## src/rtl/instr_encoder.sv

```systemverilog
// Packs MIPS-style fields into 32-bit words and streams them into instruction memory.
// Optional running XOR checksum output enabled by defining ENCODER_CHECKSUM_EN.
module instr_encoder #(
  parameter int unsigned ADDR_W = 8,
  parameter int unsigned DEPTH  = 256
) (
  input  logic              clock,
  input  logic              reset,
  input  logic              start,
  input  logic              finish,
  input  logic              in_valid,
  output logic              in_ready,
  input  logic [5:0]        opcode,
  input  logic [4:0]        rt,
  input  logic [4:0]        rs,
  input  logic [4:0]        rd,
  input  logic [4:0]        shmt,
  input  logic [5:0]        func,
  input  logic [15:0]       imm,
  output logic              mem_we,
  output logic [ADDR_W-1:0] mem_addr,
  output logic [31:0]       mem_wdata,
  output logic [ADDR_W:0]   count,
  output logic              busy,
`ifdef ENCODER_CHECKSUM_EN
  output logic              done,
  output logic [31:0]       checksum
`else
  output logic              done
`endif
);

  localparam logic [ADDR_W:0] DepthCnt = (ADDR_W+1)'(DEPTH);
  localparam logic [ADDR_W:0] CountOne = (ADDR_W+1)'(1);

  typedef enum logic [1:0] {StIdle, StLoad, StDone} state_e;

  state_e          state_q, state_d;
  logic [ADDR_W:0] count_q, count_d, count_inc;
  logic            accept;
  logic [31:0]     word;

  assign in_ready  = (state_q == StLoad) && (count_q < DepthCnt);
  // A start while loading restarts the load and drops the coincident beat.
  assign accept    = in_valid && in_ready && !start;
  assign count_inc = count_q + CountOne;
  assign count     = count_q;

  always_comb begin
    word = {opcode, rt, rs, 16'h0000};
    if (opcode == 6'd0) begin
      word[15:0] = {rd, shmt, func};
    end else begin
      word[15:0] = imm;
    end
  end

  always_comb begin
    state_d = state_q;
    count_d = count_q;
    if (accept) begin
      count_d = count_inc;
    end
    unique case (state_q)
      StIdle, StDone: begin
        if (start) begin
          state_d = StLoad;
          count_d = '0;
        end
      end
      StLoad: begin
        if (start) begin
          count_d = '0;
        end else if (finish || (accept && (count_inc == DepthCnt))) begin
          state_d = StDone;
        end
      end
      default: state_d = StIdle;
    endcase
  end

  always_ff @(posedge clock) begin
    if (reset) begin
      state_q   <= StIdle;
      count_q   <= '0;
      mem_we    <= 1'b0;
      mem_addr  <= '0;
      mem_wdata <= '0;
      busy      <= 1'b0;
      done      <= 1'b0;
    end else begin
      state_q <= state_d;
      count_q <= count_d;
      mem_we  <= accept;
      if (accept) begin
        mem_addr  <= count_q[ADDR_W-1:0];
        mem_wdata <= word;
      end
      busy <= (state_d == StLoad);
      done <= (state_d == StDone);
    end
  end

`ifdef ENCODER_CHECKSUM_EN
  // Folds in the word being written this cycle, so it settles one cycle after the last write.
  always_ff @(posedge clock) begin
    if (reset || start) begin
      checksum <= '0;
    end else if (mem_we) begin
      checksum <= checksum ^ mem_wdata;
    end
  end
`endif

endmodule
```

## config.mk

```make
export PLATFORM = sky130hd
export DESIGN_NAME = instr_encoder
export DESIGN_NICKNAME = d
export VERILOG_FILES = /design/src/rtl/instr_encoder.sv
export SDC_FILE = /design/constraint.sdc
export NUM_CORES = 1
export LEC_CHECK = 0
export CORE_MARGIN = 5
export CORE_UTILIZATION = 39
export CTS_BUF_LIST = sky130_fd_sc_hd__clkbuf_8
export DETAILED_ROUTE_END_ITERATION = 8
export PLACE_DENSITY = 0.78
export SLEW_MARGIN = 10
export SYNTH_ARGS = -nofsm -noshare
export SYNTH_HDL_FRONTEND = slang
export SYNTH_SLANG_ARGS = --single-unit
```

## constraint.sdc

```tcl
create_clock -name clock -period 1.6 [get_ports clock]
set_input_delay 0.16 -clock clock [delete_from_list [all_inputs] [get_ports clock]]
set_output_delay 0.16 -clock clock [all_outputs]
set_load 0.005 [all_outputs]
```

# ---- Yosys cells after proc, flatten, opt, wreduce, memory -nomap -nowiden
# Index checks and enable logic that the tools add are counted.
dict set report classes {
  n_addsub 1
  mul 0
  div_mod_pow 0
  n_lt_le_gt_ge 1
  n_eq_ne 5
  shifts 0
  mux 8
  n_bitwise 0
  reduce_logical 10
}
# op count
set op_table {}
lappend op_table {{two-way mux 9 bit} 3}
lappend op_table {{two-way mux 16 bit} 1}
lappend op_table {{adder 9 x 1 -> 9 bit, second input constant} 1}
lappend op_table {{== test 9 bit, second input constant} 1}
lappend op_table {{less-than comparator 9 bit, second input constant} 1}
lappend op_table {{zero test 6 bit} 1}
lappend op_table {{two-way mux 2 bit} 3}
lappend op_table {{== test 2 x 1 -> 1 bit, second input constant} 2}
lappend op_table {{== test 2 bit, second input constant} 2}
lappend op_table {{logical AND 1 bit} 4}
lappend op_table {{one-hot mux 2 bit (2 select lines)} 1}
lappend op_table {{OR reduction 3 bit} 1}
lappend op_table {{zero test 2 bit} 1}
lappend op_table {{OR reduction 2 bit} 1}
lappend op_table {{zero test 1 bit} 1}
lappend op_table {{logical OR 1 bit} 1}
dict set report word_totals {
  regBits 54
  latchBits 0
  ramBits 0
  romBits 0
  input_bits 53
  output_inout_bits 53
  word_cells 32
  n_memories 0
}

# ---- Longest topological paths before layout
dict set report depth {
  ltp_word 10
  ltp_mapped 5
  mapped_depth_nobuf 4
}

# ---- Least setup slack after synthesis
# OpenSTA, ideal clock, no wires.
dict set report synth_timing {
  path_type {register to register}
  start {register state_q[0]}
  end {register count_q[6] (netlist: count[6])}
  setup_time_ns 0.071
  arrival_ns 1.535
  t_required_ns 1.529
  setup_slack_ns -0.006
  path_stages_with_launch 6
  n_path_buf 2
  period_less_slack_ns 1.606
  path_cell_list {dfxtp_1 > or3b_1 > buf_2 > buf_6 > or4_1 > a21oi_1}
}
dict set report synth_between {
  elab_chain_cells 7
  word_cells_on_any_way 10
  cone_classes {eq/ne: 2; mux: 3; reduce/logical: 5}
}
# item line_no
set synth_rtl {}
lappend synth_rtl {{start, declared} 38} ;# state_e state_q, state_d;
lappend synth_rtl {{start signal, assigned} 84} ;# state_q <= StIdle;
lappend synth_rtl {{start signal, assigned} 92} ;# state_q <= state_d;
lappend synth_rtl {{== test 2 x 1 -> 1 bit} {43, 64}}
lappend synth_rtl {{logical AND 1 bit} 43} ;# assign in_ready = (state_q == StLoad) && (count_q < DepthCnt);
lappend synth_rtl {{logical AND 1 bit (2 in series)} 45} ;# assign accept = in_valid && in_ready && !start;
lappend synth_rtl {{two-way mux 9 bit} 61} ;# if (accept) begin
lappend synth_rtl {{two-way mux 9 bit} {66, 72}}
lappend synth_rtl {{two-way mux 9 bit (*)} -}
lappend synth_rtl {{end signal, assigned} 93} ;# count_q <= count_d;
lappend synth_rtl {{end, declared} 39} ;# logic [ADDR_W:0] count_q, count_d, count_inc;
# Every way passes the cells marked *; elsewhere a longest branch is shown, timed or not.
# A chain may end at the register's enable or synchronous reset.

# ---- Worst setup path in the final report
dict set report layout_timing {
  start {register state_q[1]}
  end {register count_q[4] (netlist: count[4])}
}
# The elaborated chain is that of the path after synthesis.

==> flow_summary.ini <==
[power]
power.switching_uw = 647
p_int_mw = 1.98
p_leak_nw = 1.25
finalPower_mw = 2.63
pwr-share-seq = 0.531
clockPowerShare = 0.296
power_density_nw_per_um2 = 699
swShare = 0.246
peakVddDrop_mv = 0.347
pwr-share-comb = 0.173

[clock_network]
clk_latency_ns = 0.30
clock-root-buffer = clkbuf_8
post_cts_buffers = 0
htree_levels = 2
clk_pin_slew_worst_paths_ns = 0.10
cts_buffers = 5
cts_hold_buf = 0
cts_buffer_depth = 2
cts_sinks = 54
cts_tree = yes

[worst_setup_path]
critPathBufInv = 1
path_max_fanout = 4
slowest_delay_ns = 0.46
cp.required_ns = 1.84
critical_path.endpoint_type = flop
path_delay_family = simple AND/OR/NAND/NOR gates
path_cells = or3b_4 > buf_2 > or4_1 > a21oi_1
critPathSlowestCell = or4_1
crit_arrival_ns = 1.81
path_class = reg -> reg
worstSetupStartpointType = flop

[timing]
hold_viol_final = 0
min_period_over_period = 0.982
layout_min_cycle_time_ns = 1.57
hold_ws_ns = 0.419
report.final.slew_viol_count = 0
worstMarginPinSlew_ns = 0.387
fin_ws_ns = 0.0286
fmax_ghz = 0.636
setup_viol = 0
rsz0062_at_grt = false
fin_worst_skew_ns = 0.00883
maxSlewHeadroom = 0.740

[finish]
fin_area_sq_um = 3760
antenna_cells = 0
area_growth_syn_to_layout_pct = 60.7
final_nets = 454
n_fill_cell = 525
drive_above_1_share = 0.140
finalNonFillerCells = 476

[routing]
first_pass_iters = 4
drt-initial-drc-count = 157
ant_nets = 0
finalWirelength_mm = 7.73
wl_per_cell_um = 16.2
via_per_inst = 5.54
vias = 2635
drc = 0

[logic_synthesis]
synth_top_family_by_area = compound AO/OA/AOI/OAI gates
synthXorXnorAreaFrac = 0
synthAdderAreaFrac = 0.00534
synth.avg_cell_area_sq_um = 8.34
ys_ff_latch = 54
synth_cell_type_count = 33
synthMuxAreaShare = 0.00427
yosys_warnings = 0
ys.flop_type = dfxtp_1
synth.most_common_cell = dfxtp_1
synth.top_cells.by_area = dfxtp_1 46%, a21oi_1 10%, nand3_1 9.2%
synth.net_count = 335
netlist_instances = 281
synth-edff-count = 0
async_reset_ff_frac = 0
synth_top_area_frac = 0.462
netlist_top_cells_count = 54 x dfxtp_1, 48 x a21oi_1, 43 x nand3_1
synth_area_leader_cell = dfxtp_1
synth_compound_area_frac = 0.287
seq_area_frac_synth = 0.462
synth.cell_area_sq_um = 2340
yosys.area_share.simple = 0.184

[floorplan]
io_pins = 106
rows = 28
start_util = 0.398
dieArea_sq_um = 7660
core_sq_um = 5890
dieWidth_um = 87.5
die_h_um = 87.5

[placed_design]
dpl_worst_slack_ns = -0.247
dp_hpwl_mm = 5.73
gp_congestion = 0.773
place_area_sq_um = 3650
port_buffers = 105
dp.cells = 466

[global_routing]
grt_pass1_wl_mm = 12.4
grt_pass1_vias = 2543
gr-total-overflow = 0
grt_max_degree = 42
antenna_found_initial = 0
groute.usage.overall = 0.204

[run_status]
status = complete, no violations

[run]
max_cap_violations = 0

[min_path]
hold_path.class = in -> reg
-- repair_timing --
| item | in CTS | in global routing |
|---|---|---|
| gates resized for setup | 2 | 4 |
| setup endpoints to repair | 2 | 13 |
| cloned | 0 | 2 |
| pin swaps | 0 | 4 |
-- layer usage --
layer	share of wire	GRT usage	wire [um]
met5	0	0	0
met4	0.012	0.0530	89
met2	0.48	0.338	3730
met1	0.42	0.256	3210
met3	0.091	0.0634	700
-- area by class of cell --
class                      count  area (sq um)  area share
tap                           75          93.8      0.0249
timing repair buffer         141          1330       0.354
sequential                    54          1080       0.288
clock inverter                 2          8.76     0.00233
multi-input combinational    194          1150       0.305
inverter                       4          15.0     0.00399
clock buffer                   6          82.6      0.0219
-- final timing paths --
check	start	endpoint	slack (ns)	depth (start not counted)
max reg2reg	state_q[1]	count[4]	0.03	4
min	rt[3]	mem_wdata[24]	0.42	3
min reg2reg	mem_wdata[16]	mem_wdata[16]	0.48	2
max	state_q[1]	count[4]	0.03	4
-- state kept, by name, summed over array words and instances, names as in the netlist --
signal	count
mem_wdata	32
count	9
mem_addr	8
state_q	2
busy	1
done	1
mem_we	1
-- power by group through the flow --
stage	combinational, mW	sequential (mW)	clock [mW]
floorplan	0.157	1.43	0
global placement	0.445	1.43	0
detailed placement	0.450	1.43	0
CTS	0.452	1.40	0.786
global route	0.493	1.40	0.850
finish	0.455	1.40	0.779
-- layout by cell type, fill, tap and decap left out, types with 2 or more instances in the layout --
cell type | synthesis | layout
dfxtp_2 | 0 | 2
o21ai_0 | 41 | 41
nand3_1 | 43 | 43
or3_1 | 3 | 3
o31ai_1 | 4 | 4
a311oi_1 | 16 | 16
a31o_2 | 2 | 2
nand2b_1 | 2 | 2
or4_1 | 6 | 5
buf_4 | 0 | 32
nor4_2 | 2 | 2
o22ai_1 | 2 | 2
clkbuf_8 | 0 | 6
clkdlybuf4s50_1 | 0 | 104
nor2_1 | 3 | 3
nand3b_1 | 3 | 3
buf_2 | 3 | 2
a21oi_1 | 48 | 47
nand2_1 | 3 | 3
dfxtp_1 | 54 | 52
nand4_1 | 2 | 2
inv_1 | 4 | 5
o21ai_1 | 2 | 2
-- stage by stage --
step,setup TNS [ns],utilization
after detailed placement,-6.49,0.620
after global placement,-5.08,0.620
after floorplan,0,-
after CTS,0,0.636
after global routing,0,0.639
final,0,0.639
-- tightest hold or removal path, cell delays in order --
cell	delay (ns)
clkdlybuf4s50_1	0.40
nand3_1	0.07
a21oi_1	0.05
-- cells by family after synthesis --
family,count (synthesis)
AO/OA/AOI/OAI,117
AND/OR/NAND/NOR,75
flip-flops,54
buffers and inverters,33
multiplexers,1
adder cells (fa/ha/maj),1
Power figures use the tool's default switching activity.
